### config.mk
export PLATFORM = sky130hd
export DESIGN_NAME = bin_to_bcd_seq
export DESIGN_NICKNAME = d
export VERILOG_FILES = /design/src/rtl/bcd_pkg.sv /design/src/rtl/bcd_add3.sv /design/src/rtl/bin_to_bcd_seq.sv
export SDC_FILE = /design/constraint.sdc
export NUM_CORES = 1
export LEC_CHECK = 0
export CORE_MARGIN = 2
export CORE_UTILIZATION = 30
export DETAILED_ROUTE_END_ITERATION = 8
export DONT_BUFFER_PORTS = 1
export PLACE_DENSITY_LB_ADDON = 0.08
export SLEW_MARGIN = 15
export SYNTH_ARGS = -nofsm -noshare
export SYNTH_HDL_FRONTEND = slang
export SYNTH_HIERARCHICAL = 1
export SYNTH_SLANG_ARGS = --single-unit
### constraint.sdc
create_clock -name i_clk -period 2 [get_ports i_clk]
set_input_delay 0.1 -clock i_clk [delete_from_list [all_inputs] [get_ports i_clk]]
set_output_delay 0.1 -clock i_clk [all_outputs]
set_load 0.02 [all_outputs]
### src/rtl/bcd_pkg.sv
// Shared types and constants for the sequential binary-to-BCD converter.
// Imported by the nibble corrector and the converter top.
package bcd_pkg;

  typedef enum logic [1:0] {
    IDLE    = 2'd0,
    CONVERT = 2'd1,
    DONE    = 2'd2
  } state_t;

  localparam logic [3:0] BCD_BLANK       = 4'hF;
  localparam logic [3:0] BCD_ADD3_THRESH = 4'd5;

  // Elaboration-time 10^n, used as the exclusive upper limit of the input range.
  function automatic longint unsigned pow10(input int unsigned n);
    longint unsigned r;
    r = 1;
    for (int unsigned i = 0; i < n; i++) r = r * 10;
    return r;
  endfunction

endpackage

### src/rtl/bcd_add3.sv
// Combinational shift-and-add-3 nibble corrector: values of 5 or more get +3
// so the following left shift carries correctly into the next decimal digit.
module bcd_add3
  import bcd_pkg::*;
(
  input  logic [3:0] i_nibble,
  output logic [3:0] o_nibble
);

  assign o_nibble = (i_nibble >= BCD_ADD3_THRESH) ? i_nibble + 4'd3 : i_nibble;

endmodule

### src/rtl/bin_to_bcd_seq.sv
// Sequential binary-to-BCD converter: one shift-and-add-3 step per clock,
// registered packed-BCD result, blank code plus overflow flag for out-of-range input.
module bin_to_bcd_seq
  import bcd_pkg::*;
#(
  parameter int NUM_WIDTH = 13,
  parameter int DIGITS    = 4
) (
  input  logic                  i_clk,
  input  logic                  i_rst_n,
  input  logic                  i_start,
  input  logic [NUM_WIDTH-1:0]  i_number,
  output logic                  o_busy,
  output logic                  o_done,
  output logic [4*DIGITS-1:0]   o_digits,
  output logic                  o_overflow
);

  localparam int SR_W  = 4 * DIGITS + NUM_WIDTH;
  localparam int CNT_W = $clog2(NUM_WIDTH + 1);
  localparam longint unsigned LIMIT = pow10(DIGITS);

  state_t              r_state;
  logic [SR_W-1:0]     r_shift;
  logic [CNT_W-1:0]    r_cnt;
  logic [4*DIGITS-1:0] r_digits;
  logic                r_overflow;

  logic [SR_W-1:0]     w_corr;
  logic [SR_W-1:0]     w_next;
  logic                w_in_range;

  assign w_in_range = ({1'b0, i_number} < LIMIT[NUM_WIDTH:0]);

  // BCD field sits above the binary field; each nibble is corrected before the shift.
  for (genvar g = 0; g < DIGITS; g++) begin : g_add3
    bcd_add3 u_add3 (
      .i_nibble (r_shift[NUM_WIDTH + 4*g +: 4]),
      .o_nibble (w_corr [NUM_WIDTH + 4*g +: 4])
    );
  end

  assign w_corr[NUM_WIDTH-1:0] = r_shift[NUM_WIDTH-1:0];
  assign w_next                = {w_corr[SR_W-2:0], 1'b0};

  // NOTE: state registers use non-blocking assignments so every flop samples
  // pre-edge values; blocking here would create order-dependent simulation.
  always_ff @(posedge i_clk or negedge i_rst_n) begin
    if (!i_rst_n) begin
      // NOTE: the shift register is datapath, but it is reset anyway so a
      // post-reset state is fully deterministic; it is small enough not to matter.
      r_state    <= IDLE;
      r_shift    <= '0;
      r_cnt      <= '0;
      r_digits   <= '0;
      r_overflow <= 1'b0;
    end else begin
      case (r_state)
        IDLE, DONE: begin
          if (i_start) begin
            if (w_in_range) begin
              r_shift <= {{(4*DIGITS){1'b0}}, i_number};
              r_cnt   <= CNT_W'(NUM_WIDTH);
              r_state <= CONVERT;
            end else begin
              r_digits   <= {DIGITS{BCD_BLANK}};
              r_overflow <= 1'b1;
              r_state    <= DONE;
            end
          end else begin
            r_state <= IDLE;
          end
        end
        CONVERT: begin
          r_shift <= w_next;
          r_cnt   <= r_cnt - 1'b1;
          if (r_cnt == CNT_W'(1)) begin
            r_digits   <= w_next[SR_W-1 -: 4*DIGITS];
            r_overflow <= 1'b0;
            r_state    <= DONE;
          end
        end
        default: r_state <= IDLE;
      endcase
    end
  end

  assign o_busy     = (r_state == CONVERT);
  assign o_done     = (r_state == DONE);
  assign o_digits   = r_digits;
  assign o_overflow = r_overflow;

endmodule

==> results of run 1 <==
==> sequential cells by signal, summed over array words and instances (netlist names) <==
register	cells
o_overflow	1
r_cnt	4
r_shift	29
r_state	2
o_digits	16
==> metal layers <==
layer,routed length (um),vias to the layer above,part of all wire
li1,-,730,-
met1,2170,765,0.45
met2,2400,25,0.50
met3,190,5,0.039
met4,68,0,0.014
met5,0,-,0
==> path summary, 6_finish.rpt <==
path | start | endpoint | slack [ns] | cells past startpoint
max reg2reg | r_cnt[1] | o_digits[14] | 0.41 | 5
min in group asynchronous | i_rst_n | o_digits[10] | 0.30 | 2
min reg2reg | r_shift[11] | r_shift[11] | 0.48 | 1
max | r_cnt[1] | o_digits[14] | 0.41 | 5
min | i_number[2] | r_shift[2] | 0.01 | 2
max in group asynchronous | i_rst_n | r_shift[11] | 1.46 | 2
==> worst reg2reg max path, cell delays in order, from the launching register on <==
cell	delay [ns]
dfrtp_1	0.41
inv_1	0.09
ha_1	0.14
nor3b_4	0.23
nand2_4	0.21
mux2_4	0.38
==> power groups by stage <==
stage,registers [mW],logic [mW],clock network (mW)
after global routing,2.08,2.11,0.703
after CTS,2.02,1.93,0.660
after global placement,2.02,1.80,0
after detailed placement,2.04,1.87,0
after floorplan,1.93,1.55,0
final,2.01,1.89,0.627
==> through the flow <==
step	setup WS, ns	hold WS (ns)
after floorplan	0.532	-0.196
after global placement	0.456	-0.194
after detailed placement	0.446	-0.194
after CTS	0.420	0.00318
after global routing	0.331	0.00160
final	0.414	0.0107
==> repair_timing <==
action / CTS / global route
setup endpoints to repair: 0 / 0
hold buffers: 11 / 0
hold endpoints to repair: 61 / 0
resized for setup: 0 / 0
==> layout make-up <==
class	instances	area, um^2	share of cell area
Multi-Input combinational cell	127	1050	0.380
Clock buffer	8	90.1	0.0324
Sequential cell	52	1300	0.469
Timing Repair Buffer	15	158	0.0568
Tap cell	102	128	0.0460
Inverter	12	45.0	0.0162
==> metrics.md, run 1 <==
| Metric | Value |
|---|---|
| Outcome | `finished clean` |
| Drt total wl | `about 4.8 mm` |
| Mapped Area | `2450 um^2` |
| Post-Syn Nets | `226` |
| Horiz. Die Dim | `94.3 um` |
| Count of final hold-check violations | `0` |
| CTS tree | `done` |
| Area growth, synth to finish | `13.4%` |
| Max Clk Rate | `about 630 MHz` |
| Later-pin clock latency in the skew report | `around 0.31 ns` |
| Port bufs | `0` |
| Final Max Tran Viols | `0` |
| Final period util | `0.793` |
| Pint | `around 2.7 mW` |
| Worst slew pin tran | `around 0.4 ns` |
| GR Layer Usage met1 | `0.149` |
| Clock power share | `0.138` |
| Ys Warns | `6` |
| 1st-pass router iterations | `4` |
| Antenna violations before repair | `0` |
| Final Core Density | `0.356` |
| Clk slew on worst S/H paths | `0.10 ns` |
| Max FO, Critical Path | `18` |
| Die H | `94.3 um` |
| Psw | `1.79 mW` |
| Most frequent cells in the layout | `dfrtp_1, a22o_1, nand2_1, a21o_1, inv_1` |
| Fin crit period | `~1.6 ns` |
| Slew headroom | `0.734` |
| Routability cong. | `0.756` |
| Crit path max-delay family | `simple AND/OR/NAND/NOR gates` |
| Antenna Nets Post-Route | `0` |
| Final instance area | `2780 um^2` |
| Final Power | `4.53 mW` |
| Post-CTS Setup Bufs | `0` |
| CP Buf/Inv Count | `1` |
| Reg power frac | `0.445` |
| 1st-iter DRT viols | `71` |
| First-pass GRT wire length | `between 8 and 9 mm` |
| Sinks on Clock Net | `52` |
| Placed insts | `297` |
| CP max stage cell | `dfrtp_1` |
| Post-Layout Cell Count | `316` |
| GRT Total Usage | `0.119` |
| TritonCTS Buffers | `5` |
| Total of max-cap violations | `0` |
| Via count | `about 1500` |
| Gr busiest metal | `met2` |
| N_diodes | `0` |
| Share of cells above drive strength 1 | `0.164` |
| Leak Pwr | `1.39 nW` |
| Commonest non-fill, non-tap cell in the layout | `dfrtp_1` |
| Std-Cell Rows | `32` |
| Met3 usage | `0.0319` |
| Highest cell delay on the worst timing path | `approximately 0.41 ns` |
| Worst EP required | `2.19 ns` |
| CP startpoint kind | `register` |
| Fin nets | `239` |
| Final setup viols | `0` |
| Filler Cells Inserted | `778` |
| RSZ-0062 raised after global routing | `no` |
| Critical Path Sink Type | `register` |
| GR Util met2 | `0.200` |
| Power density over the cells | `approximately 1600 nW/um^2` |
| Bufs on Longest Clock Path | `2` |
| Power share of the combinational group | `0.417` |
| Final Skew | `around 0.011 ns` |
| Vias per cell | `4.83` |
| Post-route DRC violation count | `0` |
| Worst Path Arrival | `1.78 ns` |
| # H-tree levels | `2` |
| Syn Area/Cell | `12.2 um^2` |
| CTS root buf | `clkbuf_8` |
| Peak supply drop | `about 0.40 mV` |
| TNS Setup | `0 ns` |
| Vias in the first global route | `1719` |
| CORE AREA | `7810 um^2` |
| Mapped Cells | `200` |
| WL per Instance | `15.3 um` |
| HPWL after detailed placement | `3.25 mm` |
| I/O pin count | `35` |
| Hold Path Class | `primary input to register` |
| Initial core utilization | `0.314` |
| Placed Instance Area | `2560 um^2` |
| Critical path class | `register to register` |
| Largest net degree at the start of global routing | `53` |
| Grt total ovfl | `0` |
| CP Cell Sequence | `inv_1 > ha_1 > nor3b_4 > nand2_4 > mux2_4` |
| Full die area | `8900 um^2` |
| Sw Ratio | `0.395` |
No activity file was read; power rests on OpenSTA's default activity.
==> inputs of run 2 (changes only) <==
--- a/config.mk
+++ b/config.mk
@@ -5,6 +5,7 @@
 export SDC_FILE = /design/constraint.sdc
 export NUM_CORES = 1
 export LEC_CHECK = 0
+export ABC_AREA = 1
 export CORE_MARGIN = 2
 export CORE_UTILIZATION = 30
 export DETAILED_ROUTE_END_ITERATION = 8
==> constraint.sdc (replaced) <==
create_clock -name i_clk -period 1.4 [get_ports i_clk]
set_input_delay 0.07 -clock i_clk [delete_from_list [all_inputs] [get_ports i_clk]]
set_output_delay 0.07 -clock i_clk [all_outputs]
set_load 0.02 [all_outputs]
==> run 2 against run 1 <==
Sequential cell count unchanged. Die area up 8.2%. Synthesized cell count up 67%. Global-route usage up 1.0 points. Register-to-register slack worse by 0.33 ns. Critical endpoint is now o_digits[6].
==> metrics.md, run 2 <==
| Metric | Value |
|---|---|
| Final Max Tran Viols | `0 (unchanged)` |
| Antenna violations before repair | `0 (unchanged)` |
| Antenna Nets Post-Route | `0 (unchanged)` |
| Filler Cells Inserted | `940 (+21%)` |
| Initial core utilization | `0.306 (-0.00725)` |
| CTS root buf | `clkbuf_8` |
| Largest net degree at the start of global routing | `53 (unchanged)` |
| Commonest non-fill, non-tap cell in the layout | `nand2_1` |
| Grt total ovfl | `0 (unchanged)` |
| Worst Path Arrival | `1.56 ns (-0.22 ns)` |
| Peak supply drop | `0.650 mV (+62%)` |
| I/O pin count | `35 (unchanged)` |
| Power density over the cells | `2320 nW/um^2 (+42%)` |
| # H-tree levels | `2 (unchanged)` |
| Std-Cell Rows | `34 (+6.3%)` |
| N_diodes | `0 (unchanged)` |
| CTS tree | `done` |
| GRT Total Usage | `0.129 (+0.0105)` |
| Post-route DRC violation count | `0 (unchanged)` |
| Max FO, Critical Path | `4 (-14)` |
| Horiz. Die Dim | `98.1 um (+4.0%)` |
| Ys Warns | `6 (unchanged)` |
| Post-Syn Nets | `359 (+59%)` |
| Worst EP required | `1.65 ns (-0.54 ns)` |
| Final setup viols | `0 (unchanged)` |
| Worst slew pin tran | `0.399 ns (-0.0000713 ns)` |
| Hold Path Class | `primary input to register` |
| Via count | `2105 (+38%)` |
| Placed Instance Area | `2790 um^2 (+9.0%)` |
| Count of final hold-check violations | `0 (unchanged)` |
| Port bufs | `0 (unchanged)` |
| Mapped Area | `2660 um^2 (+8.6%)` |
| Later-pin clock latency in the skew report | `0.31 ns (about the same)` |
| Mapped Cells | `333 (+67%)` |
| Clk slew on worst S/H paths | `0.11 ns (about the same)` |
| CORE AREA | `8680 um^2 (+11%)` |
| Max Clk Rate | `761 MHz (+21%)` |
| Total of max-cap violations | `0 (unchanged)` |
| Full die area | `9630 um^2 (+8.2%)` |
| Drt total wl | `5.82 mm (+20%)` |
| Outcome | `finished clean` |
| Vias per cell | `4.50 (-6.8%)` |
| Share of cells above drive strength 1 | `0.172 (+0.00867)` |
| Most frequent cells in the layout | `nand2_1, dfrtp_1, nand3_1, inv_1, nor2_1` |
| Bufs on Longest Clock Path | `2 (unchanged)` |
| Final Power | `7.32 mW (+62%)` |
| Sinks on Clock Net | `52 (unchanged)` |
| First-pass GRT wire length | `10.2 mm (+23%)` |
| Slew headroom | `0.733 (about the same)` |
| WL per Instance | `12.4 um (-19%)` |
| Final instance area | `3150 um^2 (+14%)` |
| HPWL after detailed placement | `3.85 mm (+18%)` |
| Critical Path Sink Type | `register` |
| Final period util | `0.939 (+0.146)` |
| 1st-pass router iterations | `4 (unchanged)` |
| Final Skew | `0.0147 ns (+0.00377 ns)` |
| Critical path class | `register to register` |
| 1st-iter DRT viols | `69 (-2.8%)` |
| Die H | `98.1 um (+4.0%)` |
| Syn Area/Cell | `7.98 um^2 (-35%)` |
| Leak Pwr | `1.61 nW (+16%)` |
| CP startpoint kind | `register` |
| RSZ-0062 raised after global routing | `yes` |
| TritonCTS Buffers | `5 (unchanged)` |
| Routability cong. | `0.785 (+3.8%)` |
| Vias in the first global route | `2103 (+22%)` |
| Max reg flops | `29 (unchanged)` |
| Largest register by flop count | `r_shift` |
| Fin crit period | `1.31 ns (-0.272 ns)` |
| Fin nets | `385 (+61%)` |
| Area growth, synth to finish | `18.6%` |
-- run 2: area by class of cell --
cell class | count | area [um^2] | share of cell area
flip-flops and latches | 52 | 1300 | 0.413
multi-input cells | 242 | 1190 | 0.379
repair buffers | 30 | 299 | 0.0948
well taps | 108 | 135 | 0.0429
inverters | 28 | 108 | 0.0341
clock buffers | 5 | 68.8 | 0.0218
clock inverters | 3 | 46.3 | 0.0147
-- run 2: worst paths after layout --
check	from	end	slack, ns	cells past startpoint
max in group asynchronous	i_rst_n	r_shift[17]	0.86	2
worst max register to register	r_shift[17]	o_digits[6]	0.09	8
worst min-delay path	i_start	r_shift[0]	0.14	5
worst max-delay path	r_shift[17]	o_digits[6]	0.09	8
worst min register to register	r_shift[28]	r_shift[28]	0.49	2
min in group asynchronous	i_rst_n	r_shift[12]	0.29	2
-- run 2: worst max-delay path: stages (launching register included) --
cell and delay, ns:
dfrtp_2 0.44, inv_1 0.10, ha_2 0.21, nor2_4 0.06
nor2_4 0.15, nand2_1 0.08, o21ai_2 0.06, nand3_1 0.09
nand2_1 0.07
-- run 2: what timing repair did --
action / CTS / global route
hold buffers: 16 / 0
resized for setup: 1 / 13
cloned: 0 / 0
pin swaps: 0 / 6
endpoints found under the setup margin: 1 / 46
setup buffers: 0 / 4
hold endpoints to repair: 66 / 0
-- run 2: metal layers --
metal / up-vias / global-route usage / share of wire
li1: 1081 / - / -
met1: 991 / 0.172 / 0.49
met2: 27 / 0.212 / 0.47
met3: 6 / 0.0301 / 0.036
met4: 0 / 0.0379 / 0.013
met5: - / 0 / 0
-- run 2: where the power goes --
| part | switching [mW] | internal, mW | total, mW |
|---|---|---|---|
| clock network | 0.540 | 0.540 | 1.08 |
| registers | 0.754 | 2.17 | 2.92 |
| logic | 2.02 | 1.30 | 3.32 |
-- run 2: through the flow --
step	TNS (ns)	hold WS (ns)	worst slack, ns	std cells	util
after floorplan	0	-0.226	0.158	333	-
after global placement	0	-0.224	0.0326	440	0.322
after detailed placement	0	-0.224	0.0336	440	0.322
after CTS	0	0.140	0.0131	464	0.356
after global routing	-0.0173	0.173	-0.0151	468	0.363
final	0	0.144	0.0860	468	0.363
